==> config.mk <==
export PLATFORM = sky130hd
export DESIGN_NAME = ad9361_spi_rd
export DESIGN_NICKNAME = d
export VERILOG_FILES = /design/src/rtl/ad9361_spi_rd_pkg.sv /design/src/rtl/ad9361_spi_tick.sv /design/src/rtl/ad9361_spi_rd.sv
export SDC_FILE = /design/constraint.sdc
export NUM_CORES = 1
export LEC_CHECK = 0
export BUFFER_PORTS_ARGS = -buffer_cell sky130_fd_sc_hd__clkbuf_2
export CORE_MARGIN = 1
export CORE_UTILIZATION = 30
export CTS_CLUSTER_DIAMETER = 60
export DETAILED_ROUTE_END_ITERATION = 7
export MAX_ROUTING_LAYER = met4
export PLACE_DENSITY = 0.49
export SLEW_MARGIN = 25
export SYNTH_ARGS = -nofsm -noshare
export SYNTH_HDL_FRONTEND = slang
export SYNTH_SLANG_ARGS = --single-unit
==> constraint.sdc <==
create_clock -name clk_100m -period 2.3 [get_ports clk_100m]
set_input_delay 0 -clock clk_100m [delete_from_list [all_inputs] [get_ports clk_100m]]
set_output_delay 0 -clock clk_100m [all_outputs]
set_load 0.01 [all_outputs]
==> src/rtl/ad9361_spi_rd_pkg.sv <==
`timescale 1ns/1ps
// ad9361_spi_rd_pkg
//   Shared definitions for the AD9361 SPI register-read master:
//   FSM state encodings, instruction-word field positions, frame length,
//   and a helper that builds the 16-bit instruction word.
package ad9361_spi_rd_pkg;

  typedef enum logic [2:0] {
    ST_IDLE  = 3'd0,
    ST_SETUP = 3'd1,
    ST_SHIFT = 3'd2,
    ST_HOLD  = 3'd3,
    ST_GAP   = 3'd4
  } state_t;

  localparam int FRAME_LEN    = 24;  // 16-bit instruction + 8 data bits
  localparam int INSTR_LEN    = 16;
  localparam int RX_FIRST_BIT = 16;  // first frame bit that carries slave data
  localparam int INSTR_RW_BIT = 15;  // 1 = write, 0 = read
  localparam int INSTR_NB_MSB = 14;  // byte-count field
  localparam int INSTR_NB_LSB = 13;
  localparam logic [1:0] NB_ONE_BYTE = 2'b00;

  // Instruction word: {rw, byte count, 3'b000, addr[9:0]}
  function automatic logic [INSTR_LEN-1:0] spi_instr(input logic rw, input logic [9:0] addr);
    logic [INSTR_LEN-1:0] w;
    w = '0;
    w[INSTR_RW_BIT] = rw;
    w[INSTR_NB_MSB:INSTR_NB_LSB] = NB_ONE_BYTE;
    w[9:0] = addr;
    return w;
  endfunction

endpackage

==> src/rtl/ad9361_spi_tick.sv <==
`timescale 1ns/1ps
// ad9361_spi_tick
//   SCLK half-period divider. While en is high it counts CLK_DIV cycles per
//   half period and alternately emits a one-cycle sclk_fall then sclk_rise
//   strobe. The count is held cleared while en is low, so every enable
//   rising edge starts a fresh half period (SCLK is already high on entry).
// Ports
//   clk_100m  in   system clock
//   rst_n     in   asynchronous active-low reset
//   en        in   divider enable (high during the shift phase)
//   sclk_rise out  1-cycle strobe: end of the low half period
//   sclk_fall out  1-cycle strobe: end of the high half period
module ad9361_spi_tick #(
  parameter int CLK_DIV = 10
) (
  input  logic clk_100m,
  input  logic rst_n,
  input  logic en,
  output logic sclk_rise,
  output logic sclk_fall
);

  logic [7:0] div_reg;
  logic       phase_reg;  // 0 = SCLK high half, 1 = SCLK low half
  logic       half_done;

  assign half_done = (div_reg == 8'(CLK_DIV - 1));
  assign sclk_fall = en & half_done & ~phase_reg;
  assign sclk_rise = en & half_done & phase_reg;

  always_ff @(posedge clk_100m or negedge rst_n) begin
    if (!rst_n) begin
      div_reg   <= 8'd0;
      phase_reg <= 1'b0;
    end else if (!en) begin
      div_reg   <= 8'd0;
      phase_reg <= 1'b0;
    end else if (half_done) begin
      div_reg   <= 8'd0;
      phase_reg <= ~phase_reg;
    end else begin
      div_reg   <= div_reg + 8'd1;
    end
  end

endmodule

==> src/rtl/ad9361_spi_rd.sv <==
`timescale 1ns/1ps
// ad9361_spi_rd
//   SPI master (mode 1, CPOL=0 CPHA=1) for single-byte AD9361 register reads.
//   Each level change on rd_flag while idle launches one 24-bit frame
//   {instruction(addr), 8 data bits}; the byte clocked in on spi_miso is
//   presented on rd_data_o with a one-cycle rd_valid_o pulse. busy stays high
//   from the cycle after acceptance until the FSM returns to IDLE; requests
//   arriving while busy are dropped.
//   Optional macro AD9361_SPI_WR_EN adds wr_req_i/wr_data_i for single-byte
//   write frames (same timing, no read-data update; a read request in the
//   same cycle takes priority).
// Ports
//   clk_100m   in   system clock
//   rst_n      in   asynchronous active-low reset
//   rd_flag    in   read request toggle
//   addr_i     in   register address, sampled on the request cycle
//   wr_req_i   in   (AD9361_SPI_WR_EN) write request pulse
//   wr_data_i  in   (AD9361_SPI_WR_EN) write byte
//   busy       out  transfer in progress
//   rd_data_o  out  last byte read
//   rd_valid_o out  1-cycle pulse when rd_data_o updates
//   spi_cs_n   out  chip select, active low
//   spi_clk    out  SCLK, idles low
//   spi_mosi   out  serial data to AD9361
//   spi_miso   in   serial data from AD9361
module ad9361_spi_rd
  import ad9361_spi_rd_pkg::*;
#(
  parameter int CLK_DIV  = 10,
  parameter int CS_SETUP = 4,
  parameter int CS_HOLD  = 4,
  parameter int CS_GAP   = 10
) (
  input  logic       clk_100m,
  input  logic       rst_n,
  input  logic       rd_flag,
  input  logic [9:0] addr_i,
`ifdef AD9361_SPI_WR_EN
  input  logic       wr_req_i,
  input  logic [7:0] wr_data_i,
`endif
  output logic       busy,
  output logic [7:0] rd_data_o,
  output logic       rd_valid_o,
  output logic       spi_cs_n,
  output logic       spi_clk,
  output logic       spi_mosi,
  input  logic       spi_miso
);

  state_t                 state_reg;
  logic                   rd_flag_d;
  logic [7:0]             cnt_reg;      // SETUP/HOLD/GAP cycle counter
  logic [4:0]             bit_cnt_reg;  // frame bit index 0..23
  logic [FRAME_LEN-1:0]   tx_reg;       // MSB is the next bit to drive
  logic [7:0]             rx_reg;
  logic                   wr_mode_reg;  // current frame is a write
  logic                   req;
  logic                   start_wr;
  logic [FRAME_LEN-1:0]   rd_frame;
  logic [FRAME_LEN-1:0]   wr_frame;
  logic                   sclk_rise;
  logic                   sclk_fall;

  assign req      = rd_flag ^ rd_flag_d;
  assign rd_frame = {spi_instr(1'b0, addr_i), 8'h00};

`ifdef AD9361_SPI_WR_EN
  assign start_wr = wr_req_i;
  assign wr_frame = {spi_instr(1'b1, addr_i), wr_data_i};
`else
  assign start_wr = 1'b0;
  assign wr_frame = '0;
`endif

  ad9361_spi_tick #(
    .CLK_DIV (CLK_DIV)
  ) u_tick (
    .clk_100m  (clk_100m),
    .rst_n     (rst_n),
    .en        (state_reg == ST_SHIFT),
    .sclk_rise (sclk_rise),
    .sclk_fall (sclk_fall)
  );

  always_ff @(posedge clk_100m or negedge rst_n) begin
    if (!rst_n) begin
      state_reg   <= ST_IDLE;
      rd_flag_d   <= 1'b0;
      cnt_reg     <= 8'd0;
      bit_cnt_reg <= 5'd0;
      tx_reg      <= '0;
      rx_reg      <= 8'h00;
      wr_mode_reg <= 1'b0;
      busy        <= 1'b0;
      rd_data_o   <= 8'h00;
      rd_valid_o  <= 1'b0;
      spi_cs_n    <= 1'b1;
      spi_clk     <= 1'b0;
      spi_mosi    <= 1'b0;
    end else begin
      // The edge detector tracks rd_flag in every state, so toggles seen
      // while busy are consumed and never replayed later.
      rd_flag_d  <= rd_flag;
      rd_valid_o <= 1'b0;

      unique case (state_reg)
        ST_IDLE: begin
          if (req || start_wr) begin
            state_reg   <= ST_SETUP;
            cnt_reg     <= 8'd0;
            busy        <= 1'b1;
            spi_cs_n    <= 1'b0;
            tx_reg      <= req ? rd_frame : wr_frame;
            wr_mode_reg <= ~req;  // read wins a same-cycle collision
          end
        end

        ST_SETUP: begin
          if (cnt_reg == 8'(CS_SETUP - 1)) begin
            // First rising SCLK edge launches bit 23.
            state_reg   <= ST_SHIFT;
            bit_cnt_reg <= 5'd0;
            spi_clk     <= 1'b1;
            spi_mosi    <= tx_reg[FRAME_LEN-1];
            tx_reg      <= {tx_reg[FRAME_LEN-2:0], 1'b0};
          end else begin
            cnt_reg <= cnt_reg + 8'd1;
          end
        end

        ST_SHIFT: begin
          if (sclk_fall) begin
            spi_clk <= 1'b0;
            if (bit_cnt_reg >= 5'(RX_FIRST_BIT))
              rx_reg <= {rx_reg[6:0], spi_miso};
          end
          if (sclk_rise) begin
            if (bit_cnt_reg == 5'(FRAME_LEN - 1)) begin
              // End of the last low half period: frame complete.
              state_reg <= ST_HOLD;
              cnt_reg   <= 8'd0;
              spi_mosi  <= 1'b0;
              if (!wr_mode_reg) begin
                rd_data_o  <= rx_reg;
                rd_valid_o <= 1'b1;
              end
            end else begin
              bit_cnt_reg <= bit_cnt_reg + 5'd1;
              spi_clk     <= 1'b1;
              spi_mosi    <= tx_reg[FRAME_LEN-1];
              tx_reg      <= {tx_reg[FRAME_LEN-2:0], 1'b0};
            end
          end
        end

        ST_HOLD: begin
          if (cnt_reg == 8'(CS_HOLD - 1)) begin
            state_reg <= ST_GAP;
            cnt_reg   <= 8'd0;
            spi_cs_n  <= 1'b1;
          end else begin
            cnt_reg <= cnt_reg + 8'd1;
          end
        end

        ST_GAP: begin
          if (cnt_reg == 8'(CS_GAP - 1)) begin
            state_reg <= ST_IDLE;
            cnt_reg   <= 8'd0;
            busy      <= 1'b0;
          end else begin
            cnt_reg <= cnt_reg + 8'd1;
          end
        end

        default: begin
          state_reg <= ST_IDLE;
          busy      <= 1'b0;
          spi_cs_n  <= 1'b1;
          spi_clk   <= 1'b0;
          spi_mosi  <= 1'b0;
        end
      endcase
    end
  end

endmodule
==> reports/qor.yml, run 1 <==
global_routing:
  grt_pass1_vias: 2174
  grt_antenna_before_repair: 0
  grt_overflow: 0
  grt_max_degree: 40
  grtUsageTotal: 0.137
  grt_pass1_wl_um: 10900
floorplanning:
  start_util: 0.313
  fp.dieArea_um2: 10700
  fp.dieW_um: 103
  core_area_um2: 9860
  die_y_um: 103
  rows: 36
  io_pins: 27
place:
  hpwl_um: 4440
  place_area_um2: 3480
  gp_congestion: 0.786
  port_buffers: 26
  post-place-ws_ns: 0.0981
  dp_cells: 458
finish:
  antenna_cells: 0
  areaGrowthSynthToFinish_pct: 25.2
  instances_no_fill: 487
  area.sequential_um2: 1600
  largest_register_ffs: 16
  multi_input_area_um2: 1450
  design_area_um2: 3870
  fin_nets: 368
  drive_above_1_share: 0.251
  fillers: 980
synth:
  synth_top_area_share: 0.510
  synth_warnings: 0
  synth_area_leaders: "dfrtp_1 51%, mux2_2 6.2%, nand2_1 5.0%"
  ys.flop_type: "dfrtp_1"
  seq_area_frac_synth: 0.519
  synth_nets: 310
  syn-cell-area_um2: 3090
  synthCells: 291
  ys_ff_latch: 64
  syn_area_per_cell_um2: 10.6
  synth_edf_count: 0
  synth_area_leader_cell: "dfrtp_1"
  ys_types: 56
  ys_async_sr_fraction: 1.00
pwr:
  p_leak_nw: 1.76
  clkPwrFrac: 0.267
  pwr_density_cell_nw_per_um2: 1040
  peakVddDrop_mv: 0.490
  internal-power_w: 0.00257
  comb_power_share: 0.356
  seq_power_share: 0.376
  power.switching_w: 0.00144
  p_sw_frac: 0.360
sta:
  finalClockSkew_ns: 0.00841
  finalCritPeriodShare: 0.921
  rsz0062_at_grt: "no"
  worst_slack_ns: 0.182
  setup_tns_ns: 0
  worstMarginPinSlew_ns: 0.712
  setup_viol: 0
  relSlewSlack: 0.525
  period_minus_slack_ns: 2.12
  max_freq_ghz: 0.472
  slew_viol_final: 0
  hold_viol: 0
route:
  post_drt_wl_per_cell_um: 12.9
  drt_iter0_markers: 76
  drc: 0
  routed_wl_um: 6290
  met2_length_um: 2830
  drt_pass1_iterations: 4
  ant_nets: 0
  viasPerCell: 4.69
  highest_layer: "met4"
  num_vias: 2286
  wl_met1_um: 3180
  dr_wl_met3_um: 196
worst_setup_path:
  critPathArrivalTime_ns: 2.34
  cp-end-kind: "flip-flop"
  critPathRequiredTime_ns: 2.52
  slowest_delay_ns: 0.42
  cp_max_fo: 9
  crit_path_cell_trace: "inv_1 -> ha_1 -> nor4bb_2 -> nand2_1 -> nor2_4 -> nor4b_4 -> buf_4 -> mux2_2"
  cpMaxStageDelayCell: "dfrtp_1"
  start_kind: "flip-flop"
  crit_type: "reg2reg"
outcome:
  outcome: "completed"
clocking:
  cts_setup_buffers: 0
  clk_latency_ns: 0.33
  clk_pin_slew_ns: 0.07
  cts_tree: "done"
  cts.htree.levels: 3
  cts-root-buf: "clkbuf_8"
  clk_path_buf_depth: 2
  cts_buffers: 9
  cts.sinks: 64
job:
  drv_cap: 0
min_path:
  hold_class: "in2async"
## cell type report
class / instances / area share
clock buffers: 11 / 0.0366
well taps: 133 / 0.0430
clock inverters: 5 / 0.0207
inverters: 8 / 0.00776
multi-input cells: 211 / 0.376
flip-flops and latches: 64 / 0.414
repair buffers: 55 / 0.102
## cell families after synthesis
group                    synth area share
AND/OR/NAND/NOR                     0.187
XOR/XNOR                           0.0284
adder cells (fa/ha/maj)            0.0203
buffers and inverters              0.0235
AO/OA/AOI/OAI                       0.131
flip-flops                          0.519
multiplexers                       0.0911
## worst paths after layout
check	startpoint	end	slack (ns)	cells past startpoint
worst min register to register	tx_reg[23]	tx_reg[23]	0.48	2
worst min-delay path	rst_n	rd_flag_d	0.21	2
min in group clk_100m	rd_flag	rd_flag_d	0.35	2
max in group asynchronous	rst_n	spi_cs_n	1.43	3
worst max register to register	u_tick.div_reg[1]	rd_data_o[2]	0.18	8
worst max-delay path	u_tick.div_reg[1]	rd_data_o[2]	0.18	8
## per-layer routing
metal	vias up	track usage
li1	1153	-
met1	1087	0.183
met2	38	0.202
met3	8	0.0323
met4	0	0.0520
met5	-	-
## power by group through the flow
stage	Clock (W)	Combinational, W	Sequential (W)
after floorplan	0	0.000993	0.00149
after global placement	0	0.00138	0.00152
after detailed placement	0	0.00140	0.00153
after CTS	0.00111	0.00142	0.00151
after global routing	0.00116	0.00164	0.00155
final	0.00107	0.00143	0.00151
## cells in the final DEF (no fill, tap or decap), drive strengths merged, types with 3 or more instances in the layout
cell type and count:
and2 4, mux2i 9, xnor2 5, ha 5
dfrtp 63, nor2b 3, nor3 3, inv 8
a21o 3, nand2 41, mux2 17, o21ai 26
dlygate4sd3 13, buf 17, nor2 21, xor2 5
nor3b 3, a21oi 5, nand3 14, o31ai 3
and3 3, clkbuf 36, a22o 3
## metrics by stage
step	utilization	power, W	hold slack [ns]
floorplan	-	0.00249	-0.296
CTS	0.389	0.00404	0.233
global route	0.392	0.00435	0.289
detailed placement	0.353	0.00293	0.0617
finish	0.392	0.00401	0.209
global placement	0.353	0.00291	0.0545
## Yosys cell counts (all sizes together) (2+ instances only)
cell / count
or2: 2
o21ai: 26
nand4: 2
nor4bb: 2
nor3b: 3
mux2i: 9
o211a: 2
a21boi: 2
inv: 8
xor2: 5
nor4: 2
a21o: 3
buf: 5
xnor2: 5
o211ai: 2
and3: 3
nor2b: 3
o31ai: 3
dfrtp: 63
mux2: 17
nand2: 41
clkbuf: 3
nand3: 14
ha: 5
nor3: 3
a21oi: 5
and2: 4
o22ai: 2
a22o: 3
nor2: 21
## worst max-delay path, delay by kind of cell (launching register included)
kind,cells,cell delay (ns)
adders and majority gates,1,0.15
muxes,1,0.35
buffers and inverters,2,0.29
and+or+nand+nor,4,0.80
DFF,1,0.42
## timing repair
action / CTS / global route
resized for setup: 0 / 4
endpoints found under the hold margin: 37 / 0
hold buffers: 13 / 0
endpoints found under the setup margin: 0 / 21
Note: power is estimated with default switching activity, not from simulation.
==> run 2: changes to the inputs <==
Settings changed: CELL_PAD_IN_SITES_DETAIL_PLACEMENT from default to 0, CELL_PAD_IN_SITES_GLOBAL_PLACEMENT from default to 1, PLACE_DENSITY 0.49 to 0.59.
==> run 2 against run 1 <==
  * Sequential share of layout area stayed put
  * Clock skew hardly changed
  * Clock-buffer cell count is 1 lower
  * Largest power group unchanged
  * Critical endpoint is now rd_data_o[6]
  * Combinational power hardly changed
  * Power is 0.78% higher
==> reports/qor.yml, run 2 (same netlist as run 1, synthesis figures left out) <==
outcome:
  outcome: "completed"  # unchanged
pwr:
  p_leak_nw: 1.76  # about the same
  power_w: 0.00405  # was 0.00401 W
  peakVddDrop_mv: 0.437  # was 0.490 mV
  pwr_density_cell_nw_per_um2: 1050  # was 1040 nW/µm²
worst_setup_path:
  slowest_delay_ns: 0.41  # was 0.42 ns
  reg2regPathDepth: 8  # unchanged
  cp-end-kind: "flip-flop"  # unchanged
  critPathArrivalTime_ns: 2.31  # was 2.34 ns
  critPathRequiredTime_ns: 2.53  # was 2.52 ns
  cpMaxStageDelayCell: "dfrtp_1"  # unchanged
  crit_family: "simple AND/OR/NAND/NOR gates"  # unchanged
  crit_type: "reg2reg"  # unchanged
  r2r-end: "rd_data_o[6]"  # was rd_data_o[2]
  cp.buffers_inverters: 2  # unchanged
  r2r-start: "u_tick.div_reg[1]"  # unchanged
  start_kind: "flip-flop"  # unchanged
  cp_max_fo: 9  # unchanged
  rrSetupSlack_ns: 0.22  # was 0.18 ns
  crit_path_cell_trace: "inv_1 -> ha_1 -> nor4bb_2 -> nand2_1 -> nor2_4 -> nor4b_4 -> buf_4 -> mux2_2"  # unchanged
sta:
  worstMarginPinSlew_ns: 0.837  # was 0.712 ns
  rsz0062_at_grt: "no"  # unchanged
  relSlewSlack: 0.442  # was 0.525
  slew_viol_final: 0  # unchanged
  finalCritPeriodShare: 0.903  # was 0.921
  setup_tns_ns: 0  # unchanged
  period_minus_slack_ns: 2.08  # was 2.12 ns
  finalClockSkew_ns: 0.00832  # was 0.00841 ns
  max_freq_ghz: 0.482  # was 0.472 GHz
  setup_viol: 0  # unchanged
  hold_viol: 0  # unchanged
route:
  drc: 0  # unchanged
  viasPerCell: 4.74  # was 4.69
  ant_nets: 0  # unchanged
  drt_iter0_markers: 59  # was 76
  num_vias: 2318  # was 2286
  routed_wl_um: 6350  # was 6290 µm
  post_drt_wl_per_cell_um: 13.0  # was 12.9 µm
  drt_pass1_iterations: 4  # unchanged
finish:
  design_area_um2: 3870  # unchanged
  fin_nets: 370  # was 368
  layout_common_cells: "63 x dfrtp_1, 41 x nand2_1, 26 x o21ai_0"  # unchanged
  antenna_cells: 0  # unchanged
  areaGrowthSynthToFinish_pct: 25.2  # unchanged
  final_util: 0.392  # unchanged
  largest_register_ffs: 16  # unchanged
  fillers: 967  # was 980
  layout_commonest_cell: "dfrtp_1"  # unchanged
  area.sequential_um2: 1600  # unchanged
  drive_above_1_share: 0.256  # was 0.251
  multi_input_area_um2: 1440  # was 1450 µm²
  instances_no_fill: 489  # was 487
floorplanning:
  fp.dieArea_um2: 10700  # unchanged
  die_y_um: 103  # unchanged
  fp.dieW_um: 103  # unchanged
  io_pins: 27  # unchanged
  start_util: 0.313  # unchanged
  rows: 36  # unchanged
  core_area_um2: 9860  # unchanged
global_routing:
  grtUsageTotal: 0.140  # was 0.137
  grt_max_degree: 40  # unchanged
  grt_antenna_before_repair: 0  # unchanged
  grt_pass1_wl_um: 10900  # about the same
  grt_pass1_vias: 2269  # was 2174
  grt_overflow: 0  # unchanged
clocking:
  clk_pin_slew_ns: 0.07  # about the same
  cts.htree.levels: 3  # unchanged
  cts_tree: "done"  # unchanged
  clk_latency_ns: 0.34  # was 0.33 ns
  clk_path_buf_depth: 2  # unchanged
  cts_buffers: 9  # unchanged
  cts.sinks: 64  # unchanged
  cts-root-buf: "clkbuf_8"  # unchanged
place:
  dp_cells: 460  # was 458
  place_area_um2: 3480  # unchanged
  gp_congestion: 0.730  # was 0.786
  port_buffers: 26  # unchanged
  hpwl_um: 4430  # was 4440 µm
min_path:
  hold_class: "in2async"  # unchanged
job:
  drv_cap: 0  # unchanged
[run 2: cell type report]
class / instances / share of cell area
clock inverters: 6 / 0.0239
inverters: 8 / 0.00776
flip-flops and latches: 64 / 0.414
clock buffers: 10 / 0.0356
repair buffers: 57 / 0.102
multi-input cells: 211 / 0.373
well taps: 133 / 0.0430
[run 2: repair_timing]
action,4_1_cts,5_1_grt
endpoints found under the hold margin,48,0
buffers inserted,0,0
setup endpoints to repair,0,5
hold buffers,13,0
resized for setup,0,3
[run 2: worst max-delay path by stage]
stage / cells after the start / start / slack (ns) / end
global placement: 8 / u_tick.div_reg[1] / 0.19 / rd_data_o[3]
global route: 8 / cnt_reg[0] / 0.03 / tx_reg[14]
CTS: 8 / u_tick.div_reg[1] / 0.16 / rd_data_o[0]
floorplan: 7 / u_tick.div_reg[1] / 0.15 / rd_data_o[0]
finish: 8 / u_tick.div_reg[1] / 0.22 / rd_data_o[6]
detailed placement: 8 / u_tick.div_reg[1] / 0.16 / rd_data_o[6]
[run 2: routing by layer]
metal	global-route usage	vias up	routed length, µm
met2	0.206	33	2870
met3	0.0444	8	203
met1	0.182	1114	3200
met4	0.0455	0	80
li1	-	1163	-
met5	-	-	0
[run 2: stage by stage]
| step | setup WS, ns | hold WS [ns] |
|---|---|---|
| 3_3_place_gp | 0.191 | 0.138 |
| 5_1_grt | 0.0270 | 0.319 |
| 3_5_place_dp | 0.162 | 0.144 |
| 4_1_cts | 0.160 | 0.309 |
| 6_report | 0.224 | 0.289 |
| 2_1_floorplan | 0.153 | -0.296 |
[run 2: report_power, final]
group / internal [W] / total, W / switching (W)
sequential: 0.00134 / 0.00150 / 0.000159
combinational: 0.000599 / 0.00143 / 0.000836
clock: 0.000643 / 0.00111 / 0.000467
total: 0.00258 / 0.00405 / 0.00146
